===== config.mk =====
export PLATFORM = sky130hd
export DESIGN_NAME = demux_1to2
export DESIGN_NICKNAME = d
export VERILOG_FILES = /design/src/rtl/demux_1to2_pkg.sv /design/src/rtl/demux_1to2_fifo2.sv /design/src/rtl/demux_1to2.sv
export SDC_FILE = /design/constraint.sdc
export NUM_CORES = 1
export LEC_CHECK = 0
export CAP_MARGIN = 20
export CORE_UTILIZATION = 47
export DETAILED_ROUTE_END_ITERATION = 8
export PLACE_DENSITY = 0.72
export SKIP_LAST_GASP = 1
export SYNTH_ARGS = -nofsm -noshare
export SYNTH_HDL_FRONTEND = slang
export SYNTH_SLANG_ARGS = --single-unit

===== constraint.sdc =====
create_clock -name clk_i -period 1.76 [get_ports clk_i]
set_input_delay 0.176 -clock clk_i [delete_from_list [all_inputs] [get_ports clk_i]]
set_output_delay 0.176 -clock clk_i [all_outputs]
set_load 0.01 [all_outputs]

===== src/rtl/demux_1to2_pkg.sv =====
// Shared constants and helpers for the buffered 1-to-2 demultiplexer.
// Optional statistics counters are enabled by DEMUX_1TO2_STATS_EN.
package demux_1to2_pkg;
   localparam int DEMUX_FIFO_DEPTH = 2;
   localparam int DEMUX_PTR_W      = 1;
   localparam int DEMUX_OCC_W      = 2;
   localparam int DEMUX_CNT_W      = 16;

   localparam logic [DEMUX_OCC_W-1:0] DEMUX_OCC_FULL = DEMUX_OCC_W'(DEMUX_FIFO_DEPTH);
   localparam logic [DEMUX_CNT_W-1:0] DEMUX_CNT_MAX  = '1;

   // Saturating increment used by the per-channel accept counters.
   function automatic logic [DEMUX_CNT_W-1:0] sat_inc(input logic [DEMUX_CNT_W-1:0] v);
      return (v == DEMUX_CNT_MAX) ? v : v + DEMUX_CNT_W'(1);
   endfunction
endpackage


===== src/rtl/demux_1to2_fifo2.sv =====
// Two-entry FIFO for one demux output channel. When empty, the output
// shows the last word popped (0 after reset).
module Demux_FIFO2
   import demux_1to2_pkg::*;
#(
   parameter int size = 32
) (
   input  logic            clk_i,
   input  logic            rst_i,
   input  logic            push_i,
   input  logic [size-1:0] data_i,
   input  logic            pop_i,
   output logic [size-1:0] data_o,
   output logic            empty_o,
   output logic            full_o
);
   logic [size-1:0]        mem_q [DEMUX_FIFO_DEPTH];
   logic [DEMUX_PTR_W-1:0] wr_q, rd_q;
   logic [DEMUX_OCC_W-1:0] occ_q, occ_d;
   logic [size-1:0]        last_q;

   assign empty_o = (occ_q == '0);
   assign full_o  = (occ_q == DEMUX_OCC_FULL);
   assign data_o  = empty_o ? last_q : mem_q[rd_q];

   // Occupancy next state; push and pop together leave it unchanged.
   always_comb begin
      occ_d = occ_q;
      case ({push_i, pop_i})
         2'b10:   occ_d = occ_q + DEMUX_OCC_W'(1);
         2'b01:   occ_d = occ_q - DEMUX_OCC_W'(1);
         default: occ_d = occ_q;
      endcase
   end

   // Storage, pointers and the held last-popped word.
   always_ff @(posedge clk_i or negedge rst_i) begin
      if (!rst_i) begin
         for (int i = 0; i < DEMUX_FIFO_DEPTH; i++) mem_q[i] <= '0;
         wr_q   <= '0;
         rd_q   <= '0;
         occ_q  <= '0;
         last_q <= '0;
      end else begin
         occ_q <= occ_d;
         if (push_i) begin
            mem_q[wr_q] <= data_i;
            wr_q        <= wr_q + DEMUX_PTR_W'(1);
         end
         if (pop_i) begin
            last_q <= mem_q[rd_q];
            rd_q   <= rd_q + DEMUX_PTR_W'(1);
         end
      end
   end
endmodule


===== src/rtl/demux_1to2.sv =====
// Buffered 1-to-2 demultiplexer: steers each input word to one of two
// independently stalling channels. DEMUX_1TO2_STATS_EN adds saturating
// per-channel accept counters.
module demux_1to2
   import demux_1to2_pkg::*;
#(
   parameter int size = 32
) (
   input  logic            clk_i,
   input  logic            rst_i,
   input  logic [size-1:0] data_i,
   input  logic            select_i,
   input  logic            valid_i,
   output logic            ready_o,
   output logic [size-1:0] data0_o,
   output logic            valid0_o,
   input  logic            ready0_i,
   output logic [size-1:0] data1_o,
   output logic            valid1_o,
   input  logic            ready1_i
`ifdef DEMUX_1TO2_STATS_EN
   ,
   output logic [DEMUX_CNT_W-1:0] cnt0_o,
   output logic [DEMUX_CNT_W-1:0] cnt1_o
`endif
);
   logic empty0, full0, empty1, full1;
   logic push0, push1, pop0, pop1;

   // Accept only when the addressed channel has room; held low in reset.
   assign ready_o  = rst_i & (select_i ? ~full1 : ~full0);
   assign push0    = valid_i & ready_o & ~select_i;
   assign push1    = valid_i & ready_o &  select_i;
   assign valid0_o = ~empty0;
   assign valid1_o = ~empty1;
   assign pop0     = valid0_o & ready0_i;
   assign pop1     = valid1_o & ready1_i;

   Demux_FIFO2 #(.size(size)) u_fifo0 (
      .clk_i(clk_i), .rst_i(rst_i), .push_i(push0), .data_i(data_i),
      .pop_i(pop0), .data_o(data0_o), .empty_o(empty0), .full_o(full0)
   );

   Demux_FIFO2 #(.size(size)) u_fifo1 (
      .clk_i(clk_i), .rst_i(rst_i), .push_i(push1), .data_i(data_i),
      .pop_i(pop1), .data_o(data1_o), .empty_o(empty1), .full_o(full1)
   );

`ifdef DEMUX_1TO2_STATS_EN
   logic [DEMUX_CNT_W-1:0] cnt0_q, cnt1_q;
   assign cnt0_o = cnt0_q;
   assign cnt1_o = cnt1_q;

   // Count accepted words per channel, saturating at the maximum.
   always_ff @(posedge clk_i or negedge rst_i) begin
      if (!rst_i) begin
         cnt0_q <= '0;
         cnt1_q <= '0;
      end else begin
         if (push0) cnt0_q <= sat_inc(cnt0_q);
         if (push1) cnt1_q <= sat_inc(cnt1_q);
      end
   end
`endif
endmodule


# Yosys cells after proc, flatten, opt, wreduce, memory -nomap -nowiden
# Index checks and enable logic that the tools add are counted.
totals:
  ff_bits: 200
  output_inout_bits: 67
  wordCells: 70
classes:
  add_sub_neg: 8
  order_cmp: 6
  n_eq_ne: 6
  n_mux: 17
  bitwise_logic: 15
  n_reduce_logical: 6
op_table:
  columns: ["cell", "count"]
  rows:
  - ["$mux 32", 10]
  - ["$bwmux 64", 2]
  - ["$demux 32 s1", 2]
  - ["$eq 2x2->1 const B", 4]
  - ["$ge 2x2->1 const B", 4]
  - ["$not 1->2", 4]
  - ["$pmux 2 s2", 2]
  - ["$and 1x1->1", 6]
  - ["$not 1->1", 5]
  - ["$add 1x1->1 const B", 4]
  - ["$add 2x1->2 const B", 2]
  - ["$eq 2x1->1 const B", 2]
  - ["$logic_not 2->1", 2]
  - ["$lt 2x1->1 const B", 2]
  - ["$reduce_bool 2->1", 2]
  - ["$sub 2x1->2 const B", 2]
  - ["$logic_and 1x1->1", 2]
  - ["$mux 1", 1]

# Logic depth before layout (Yosys ltp)
# Gate-level depths: netlist of run 1.
logic_depth:
  depth_word: 8
  depth_mapped: 7
  depth_no_buf: 6

# Cells and area by module
# From an unflattened synthesis of run 1, not the netlist that was laid out.
hier_totals:
  cells_unflattened: 731
  hier_area_um2: 8719.6
by_module_without_submodules:
  columns: ["module", "instances", "cells_per_inst", "area_each_um2", "seq_area_each_um2"]
  rows:
  - ["Demux_FIFO2 (u_fifo0)", 1, 361, 4339.2, 2502.4]
  - ["Demux_FIFO2 (u_fifo1)", 1, 361, 4327.9, 2502.4]
  - ["demux_1to2", 1, 9, 52.6, 0.0]

# Least setup slack after synthesis of run 1
# OpenSTA, ideal clock, no wires.
synth_path:
  kind: "reg2reg"
  from: "register u_fifo0.occ_q[1]"
  to: "register u_fifo0.mem_q[32] in the netlist's numbering"
  setup_ps: 125
  arrival_ps: 1607
  t_required_ps: 1635
  path_slack_ps: 28
  stages_incl_launch_ff: 6
  synth_period_minus_slack_ps: 1732
  cell_sequence: "dfrtp_1 > nor2b_2 > or4_4 > buf_6 > buf_12 > mux2_4"
synth_via:
  elab_chain_cells: 6
synth_lines:
  columns: ["element", "line", "text"]
  rows:
  - ["start, declared", "demux_1to2_fifo2.sv:19", "logic [DEMUX_OCC_W-1:0] occ_q, occ_d;"]
  - ["start signal, assigned", "demux_1to2_fifo2.sv:42", "occ_q <= '0;"]
  - ["start signal, assigned", "demux_1to2_fifo2.sv:45", "occ_q <= occ_d;"]
  - ["$eq 2x2->1", "demux_1to2_fifo2.sv:23", "assign full_o = (occ_q == DEMUX_OCC_FULL);"]
  - ["$not 1->1", "demux_1to2.sv:31", "assign ready_o = rst_i & (select_i ? ~full1 : ~full0);"]
  - ["$mux 1", "demux_1to2.sv:31", null]
  - ["$and 1x1->1", "demux_1to2.sv:31", null]
  - ["$and 1x1->1 (2 in a row)", "demux_1to2.sv:32", "assign push0 = valid_i & ready_o & ~select_i;"]
  - ["end signal, assigned by index", "demux_1to2_fifo2.sv:47", "mem_q[wr_q] <= data_i;"]
  - ["end, declared", "demux_1to2_fifo2.sv:17", "logic [size-1:0] mem_q [DEMUX_FIFO_DEPTH];"]
# No other way between the ends.
# A chain may end at the register's enable or synchronous reset.

# Worst setup path after layout of run 1
layout_path:
  from: "register u_fifo1.occ_q[1]"
  to: "output port data1_o[25]"
layout_via:
  elab_chain_cells: 2
layout_lines:
  columns: ["element", "line", "text"]
  rows:
  - ["start, declared", "demux_1to2_fifo2.sv:19", null]
  - ["start signal, assigned", "demux_1to2_fifo2.sv:42", null]
  - ["start signal, assigned", "demux_1to2_fifo2.sv:45", null]
  - ["$logic_not 2->1", "demux_1to2_fifo2.sv:22", "assign empty_o = (occ_q == '0);"]
  - ["$mux 32", "demux_1to2_fifo2.sv:24", "assign data_o = empty_o ? last_q : mem_q[rd_q];"]
  - ["end, declared", "demux_1to2.sv:18", "output logic [size-1:0] data1_o,"]
# No other way between the ends.

==> flow_summary.json, run 1 <==
{
  "rr_startpoint": "u_fifo0.occ_q[1]$_DFFE_PN0P_",
  "grt_max_degree": 176,
  "ys_seq_area_share_pct": 56.6,
  "clock_sinks": 200,
  "grt_first_pass_wirelength_mm": 33.5,
  "dr.pass1.iters": 9,
  "rsz0062_at_grt": "yes",
  "ys_warn_count": 0,
  "min_period_ps": 1970,
  "dpl_cell_area_um2": 10300,
  "synth_ff_type": "dfrtp_1",
  "hpwl_mm": 13.5,
  "setup_violations": 158,
  "yosys.area.top_type": "dfrtp_1",
  "drv_cap": 0,
  "initial_core_util_pct": 48.5,
  "yosysUniqueCellTypes": 26,
  "multiInputGateArea_um2": 4120,
  "ant_nets": 0,
  "drt_iter0_markers": 443,
  "layout_common_cells": "198 x dfrtp_1, 85 x mux2_2, 65 x nand2_1",
  "hold_viol_final": 0,
  "synth_area_leaders": "dfrtp_1 57%, mux2_2 12%, mux2i_1 7.3%, mux2_4 5.1%, o21ai_0 3.7%",
  "required_ps": 1580,
  "vdd_drop_max_v": 0.00101,
  "post_drt_wl_per_cell_um": 20.6,
  "synth_cells": 730,
  "placed_cells": 1046,
  "gp_congestion": 0.805,
  "antenna_found_initial": 0,
  "clock_latency_ps": 440,
  "cpMaxStageDelayCell": "dfrtp_1",
  "cp_top_family": "buffers and inverters",
  "clock-root-buffer": "clkbuf_16",
  "hp-class": "in2async",
  "drcViolationCount": 5,
  "htreeDepth": 4,
  "seq_area_um2": 5010,
  "ys_ff_latch": 200,
  "drive_above_1_share_pct": 41.0,
  "max_freq_mhz": 508,
  "ys_async_sr_fraction_pct": 100,
  "cts_tree": "built",
  "layout_setup_ws_ps": -208,
  "r2r_cells": 5,
  "grt-ovfl-total": 0,
  "coreArea_um2": 18200,
  "std_cell_rows": 49,
  "die_h_um": 139,
  "synth-edff-count": 0,
  "powerDensity_nw_per_um2": 2080,
  "path_class": "reg2out",
  "max-slew-margin-rel_pct": 35.2,
  "fin_tns_setup_ps": -18030,
  "max-clock-path-buffers": 2,
  "final_nets": 911,
  "vias_per_cell": 5.54,
  "reg2reg_slack_ps": -190,
  "cp-start-kind": "flip-flop",
  "cp_num_buf_inv": 2,
  "grtUsageTotal_pct": 22.4,
  "wirelength_mm": 22.9,
  "cp.arrival_ps": 1790,
  "vias": 6169,
  "grt_pass1_vias": 6123,
  "io_pins": 105,
  "cts-buffers-inserted": 17,
  "finalCritPeriodShare_pct": 112,
  "failed_checks": "design-rule violations, negative setup slack",
  "timing.rr.end": "u_fifo0.mem_q[56]$_DFFE_PN0P_",
  "n_antenna_cell": 0,
  "final_common_cell": "dfrtp_1",
  "critPathMaxStageDelay_ps": 390,
  "syn_area_um2": 8830,
  "areaGrowthSynthToFinish_pct": 33.3,
  "clk_transition_reported_paths_ps": 70,
  "finClkSkew_ps": 10.2,
  "port_buffers": 104,
  "cp-end-kind": "primary output",
  "instances_no_fill": 1113,
  "crit_fanout": 13,
  "final_cell_area_um2": 11800,
  "synth_top_area_share_pct": 56.6,
  "hold_ws_ps": 281,
  "nFillCells": 1287,
  "syn_avg_cell_area_um2": 12.1,
  "die_width_um": 139,
  "drv_slew": 0,
  "synth_fp_nets": 770,
  "crit_path_cell_trace": "or2_4 > buf_12 > nor2_1 > a21oi_1 > dlygate4sd2_1",
  "worst-slew-pin-transition_ps": 972,
  "leakagePower_nw": 5.32,
  "status": "finished with violations",
  "dieArea_um2": 19400
}
==> power breakdown <==
group          total, W  internal (W)  switching (W)
clock           0.00372       0.00195        0.00177
sequential      0.00842       0.00684        0.00158
combinational    0.0123       0.00640        0.00592
==> timing repair <==
action,CTS,global route
endpoints found under the hold margin,25,0
resized for setup,189,131
cloned,1,10
setup buffers,5,19
hold buffers,1,0
endpoints found under the setup margin,130,145
pin swaps,6,8
==> flip-flops by register name, indices dropped and copies added (netlist names), 2 cells and up <==
register        cells
u_fifo0.mem_q      64
u_fifo1.mem_q      64
u_fifo0.last_q     32
u_fifo1.last_q     32
u_fifo0.occ_q       2
u_fifo1.occ_q       2
==> routing by layer <==
layer | vias to the layer above | GRT usage, % | wire length, um
met4 | 0 | 7.72 | 393
met5 | - | 0 | 0
met3 | 28 | 3.35 | 910
met2 | 189 | 36.3 | 11400
met1 | 3151 | 31.0 | 10300
li1 | 2801 | - | -
==> layout make-up <==
| cell class | count | share of cell area [%] |
|---|---|---|
| clock buffer | 21 | 4.00 |
| clock inverter | 11 | 0.744 |
| inverter | 3 | 0.0956 |
| multi-input combinational | 478 | 35.0 |
| sequential | 200 | 42.5 |
| tap | 229 | 2.43 |
| timing repair buffer | 171 | 15.2 |
==> tightest hold or removal path, delay by kind of cell <==
family                 cells  cell delay [ps]
buffers and inverters      3              880
==> worst max path at each step <==
stage | start | endpoint | slack, ps | cells after the start
2_1_floorplan | u_fifo0.occ_q[1]$_DFFE_PN0P_ | u_fifo0.mem_q[32]$_DFFE_PN0P_ | 30 | 5
3_3_place_gp | valid_i | u_fifo1.occ_q[1]$_DFFE_PN0P_ | -280 | 7
3_5_place_dp | valid_i | u_fifo0.mem_q[25]$_DFFE_PN0P_ | -340 | 6
4_1_cts | u_fifo0.occ_q[1]$_DFFE_PN0P_ | data0_o[18] | -210 | 5
5_1_grt | u_fifo1.occ_q[1]$_DFFE_PN0P_ | data1_o[25] | -240 | 5
6_report | u_fifo1.occ_q[1]$_DFFE_PN0P_ | data1_o[25] | -210 | 5
==> cells in the mapped netlist (all sizes together) (3+ instances only) <==
cell type / count
a21oi: 64
buf: 26
clkbuf: 23
dfrtp: 200
inv: 3
mux2: 128
mux2i: 64
nand2: 66
nor2: 67
o21ai: 66
xnor2: 8
==> cell families after synthesis <==
group                      synth area share, %
adders and majority gates                0.283
muxes                                     24.8
buffers and inverters                     3.06
and+or+nand+nor                           6.68
DFF                                       56.6
xor gates and xnor gates                 0.991
AOI/OAI and AO/OA                         7.49
==> per-stage QoR <==
step           total power, W  setup WS [ps]  utilization, %
5_1_grt                0.0258           -240            64.7
2_1_floorplan          0.0140           28.2               -
3_5_place_dp           0.0192           -339            56.7
3_3_place_gp           0.0186           -278            56.7
4_1_cts                0.0229           -209            61.1
6_report               0.0245           -208            64.7
Power figures use the tool's default switching activity.
==> run 2: changes to the inputs <==
- CTS_BUF_LIST: not set -> sky130_fd_sc_hd__clkbuf_8
- SYNTH_HIERARCHICAL: not set -> 1
==> run 2 against run 1 <==
Critical endpoint is now data0_o[25]. Global-route usage increased by 2.9 points. Worst hold slack got worse by 410 ps. Total power grew 13%. Clock power down 26%. Via count up 7.3%. Non-clock buffer count increased by 27. Sequential power up 7.4%. Critical path depth grew 1. The run ends with design-rule violations, negative hold slack, negative setup slack left. Combinational power is 29% higher. Critical path type unchanged. Wire length rose by 17%. Flip-flop and latch count is the same. Synthesized cell count rose by 0.14%.
==> flow_summary.json, run 2 <==
{
  "fin_tns_setup_ps": -21010,
  "drv_cap": 0,
  "finalCritPeriodShare_pct": 114,
  "synth_area_leaders": "dfrtp_1 57%, mux2_2 15%, mux2i_1 7.5%, a21oi_1 7.3%, nor2_1 5.6%",
  "cts-buffers-inserted": 17,
  "crit_fanout": 8,
  "port_buffers": 104,
  "synth_ff_type": "dfrtp_1",
  "final_nets": 942,
  "synth_common_cells": "200 x dfrtp_1, 130 x nor2_1, 128 x a21oi_1, 119 x mux2_2, 65 x mux2i_1",
  "finClkSkew_ps": 13.6,
  "required_ps": 1580,
  "gp_congestion": 0.733,
  "max-slew-margin-rel_pct": 24.3,
  "yosys.area.top_type": "dfrtp_1",
  "synth.most_common_cell": "dfrtp_1",
  "cp-start-kind": "flip-flop",
  "clk_transition_reported_paths_ps": 100,
  "ys_warn_count": 6,
  "vias_per_cell": 5.79,
  "path_class": "reg2out",
  "clock-root-buffer": "clkbuf_8",
  "status": "finished with violations",
  "grt_max_degree": 201,
  "areaGrowthSynthToFinish_pct": 46.2,
  "syn_avg_cell_area_um2": 11.9,
  "leakagePower_nw": 5.51,
  "hp-class": "in2async",
  "post_drt_wl_per_cell_um": 23.4,
  "cts_tree": "built",
  "dr.pass1.iters": 7,
  "drt_iter0_markers": 440,
  "antenna_found_initial": 0,
  "ys_ff_latch": 200,
  "failed_checks": "design-rule violations, negative hold slack, negative setup slack",
  "io_pins": 105,
  "clock_latency_ps": 470,
  "ys_async_sr_fraction_pct": 100,
  "layout_setup_ws_ps": -244,
  "ant_nets": 0,
  "htreeDepth": 4,
  "setup_violations": 191,
  "clock_sinks": 200,
  "hpwl_mm": 12.7,
  "syn_area_um2": 8720,
  "worst-slew-pin-transition_ps": 1140,
  "hold_ws_ps": -127,
  "grt-ovfl-total": 0,
  "drive_above_1_share_pct": 54.2,
  "drv_slew": 0,
  "wirelength_mm": 26.8,
  "initial_core_util_pct": 48.2,
  "synth_cells": 731,
  "coreArea_um2": 18100,
  "synth-edff-count": 0,
  "synth_fp_nets": 771,
  "cts_hold_buf": 0,
  "final_common_cell": "dfrtp_1",
  "std_cell_rows": 49,
  "min_period_ps": 2000,
  "powerDensity_nw_per_um2": 2170,
  "hold_viol_final": 54,
  "grtUsageTotal_pct": 25.3,
  "die_h_um": 138,
  "cp-end-kind": "primary output",
  "vdd_drop_max_v": 0.00119,
  "rsz0062_at_grt": "yes",
  "n_antenna_cell": 0,
  "grt_first_pass_wirelength_mm": 36.5,
  "reg.largest.list": "u_fifo0/mem_q (64), u_fifo1/mem_q (64)",
  "die_width_um": 138,
  "dieArea_um2": 19100,
  "layout_common_cells": "198 x dfrtp_1, 77 x a21oi_1, 69 x nor2_1, 69 x mux2_4, 59 x mux2_2",
  "yosysUniqueCellTypes": 24,
  "grt_pass1_vias": 6609,
  "vias": 6622,
  "max_freq_mhz": 499,
  "max-clock-path-buffers": 2,
  "ys_seq_area_share_pct": 57.4,
  "synth_top_area_share_pct": 57.4,
  "post-place-ws_ps": -223,
  "cp.arrival_ps": 1830,
  "drcViolationCount": 20
}
[run 2: cell types whose count changed after synthesis, moves of 13 or more]
cell	delta
mux2_4	-30
buf_4	+15
nor2_1	+63
nand2_1	-64
clkbuf_1	-13
o21ai_0	-66
a21oi_1	+64
mux2_2	+21
[run 2: through the flow]
stage,total power [W],instances,util (%),instance area [um2]
floorplan,0.0143,731,-,8730
global placement,0.0188,1047,56.3,10200
detailed placement,0.0193,1047,56.3,10200
CTS,0.0235,1113,63.8,11500
global route,0.0290,1143,70.5,12800
finish,0.0277,1143,70.5,12800
[run 2: final cells by class]
type	instances	area, um2
clock buffer	23	317
inverter	6	40.0
sequential	200	5010
multi-input combinational	479	4800
clock inverter	8	45.0
fill	1179	5330
timing repair buffer	198	2250
tap	229	287
[run 2: cells by family (layout without fill, tap and decap cells)]
kind of cell               after synthesis  count (layout)  share of synthesized area [%]
and+or+nand+nor                        144             146                           6.66
DFF                                    200             200                           57.4
xor gates and xnor gates                10              10                           1.00
adders and majority gates                2               2                          0.287
muxes                                  193             193                           24.0
buffers and inverters                   54             235                           3.31
AOI/OAI and AO/OA                      128             128                           7.35
[run 2: final timing paths]
check	end	slack, ps	startpoint	depth (start not counted)
min in group clk_i	u_fifo0/wr_q$_DFFE_PN0P_	400	rst_i	5
worst min-delay path	u_fifo0/last_q[3]$_DFFE_PN0P_	-130	rst_i	2
worst min register to register	u_fifo0/mem_q[41]$_DFFE_PN0P_	520	u_fifo0/mem_q[41]$_DFFE_PN0P_	1
max in group asynchronous	u_fifo0/rd_q$_DFFE_PN0P_	940	rst_i	2
worst max-delay path	data0_o[25]	-240	u_fifo0/occ_q[1]$_DFFE_PN0P_	6
worst max register to register	u_fifo1/last_q[7]$_DFFE_PN0P_	-170	u_fifo1/occ_q[1]$_DFFE_PN0P_	7
[run 2: power breakdown]
part / switching (W) / total, W / internal, W
registers: 0.00210 / 0.00904 / 0.00694
logic: 0.00748 / 0.0159 / 0.00844
clock network: 0.00156 / 0.00275 / 0.00119
[run 2: what timing repair did]
| action | 4_1_cts | 5_1_grt |
|---|---|---|
| endpoints found under the hold margin | 0 | 0 |
| gates resized for setup | 309 | 343 |
| endpoints found under the setup margin | 184 | 190 |
| pin swaps | 13 | 26 |
| cloned | 16 | 15 |
| buffers inserted | 20 | 25 |
[run 2: per-layer routing]
layer / vias to the layer above / routed length (um) / track usage (%)
li1: 2876 / - / -
met1: 3444 / 10900 / 31.8
met2: 255 / 13800 / 41.9
met3: 47 / 1380 / 5.33
met4: 0 / 670 / 12.5
met5: - / 0 / 0
[run 2: worst max-delay path, stage by stage (launching register included)]
cell and delay (ps):
dfrtp_1 400, or2_4 340, buf_12 180, buf_16 150, nor2_4 120, a21oi_4 40
buf_6 120
==> run 3: changes to the inputs <==
- ABC_AREA: not set -> 0
==> results of run 3 <==
The final DEF is identical to that of run 2; final timing and power are the same.
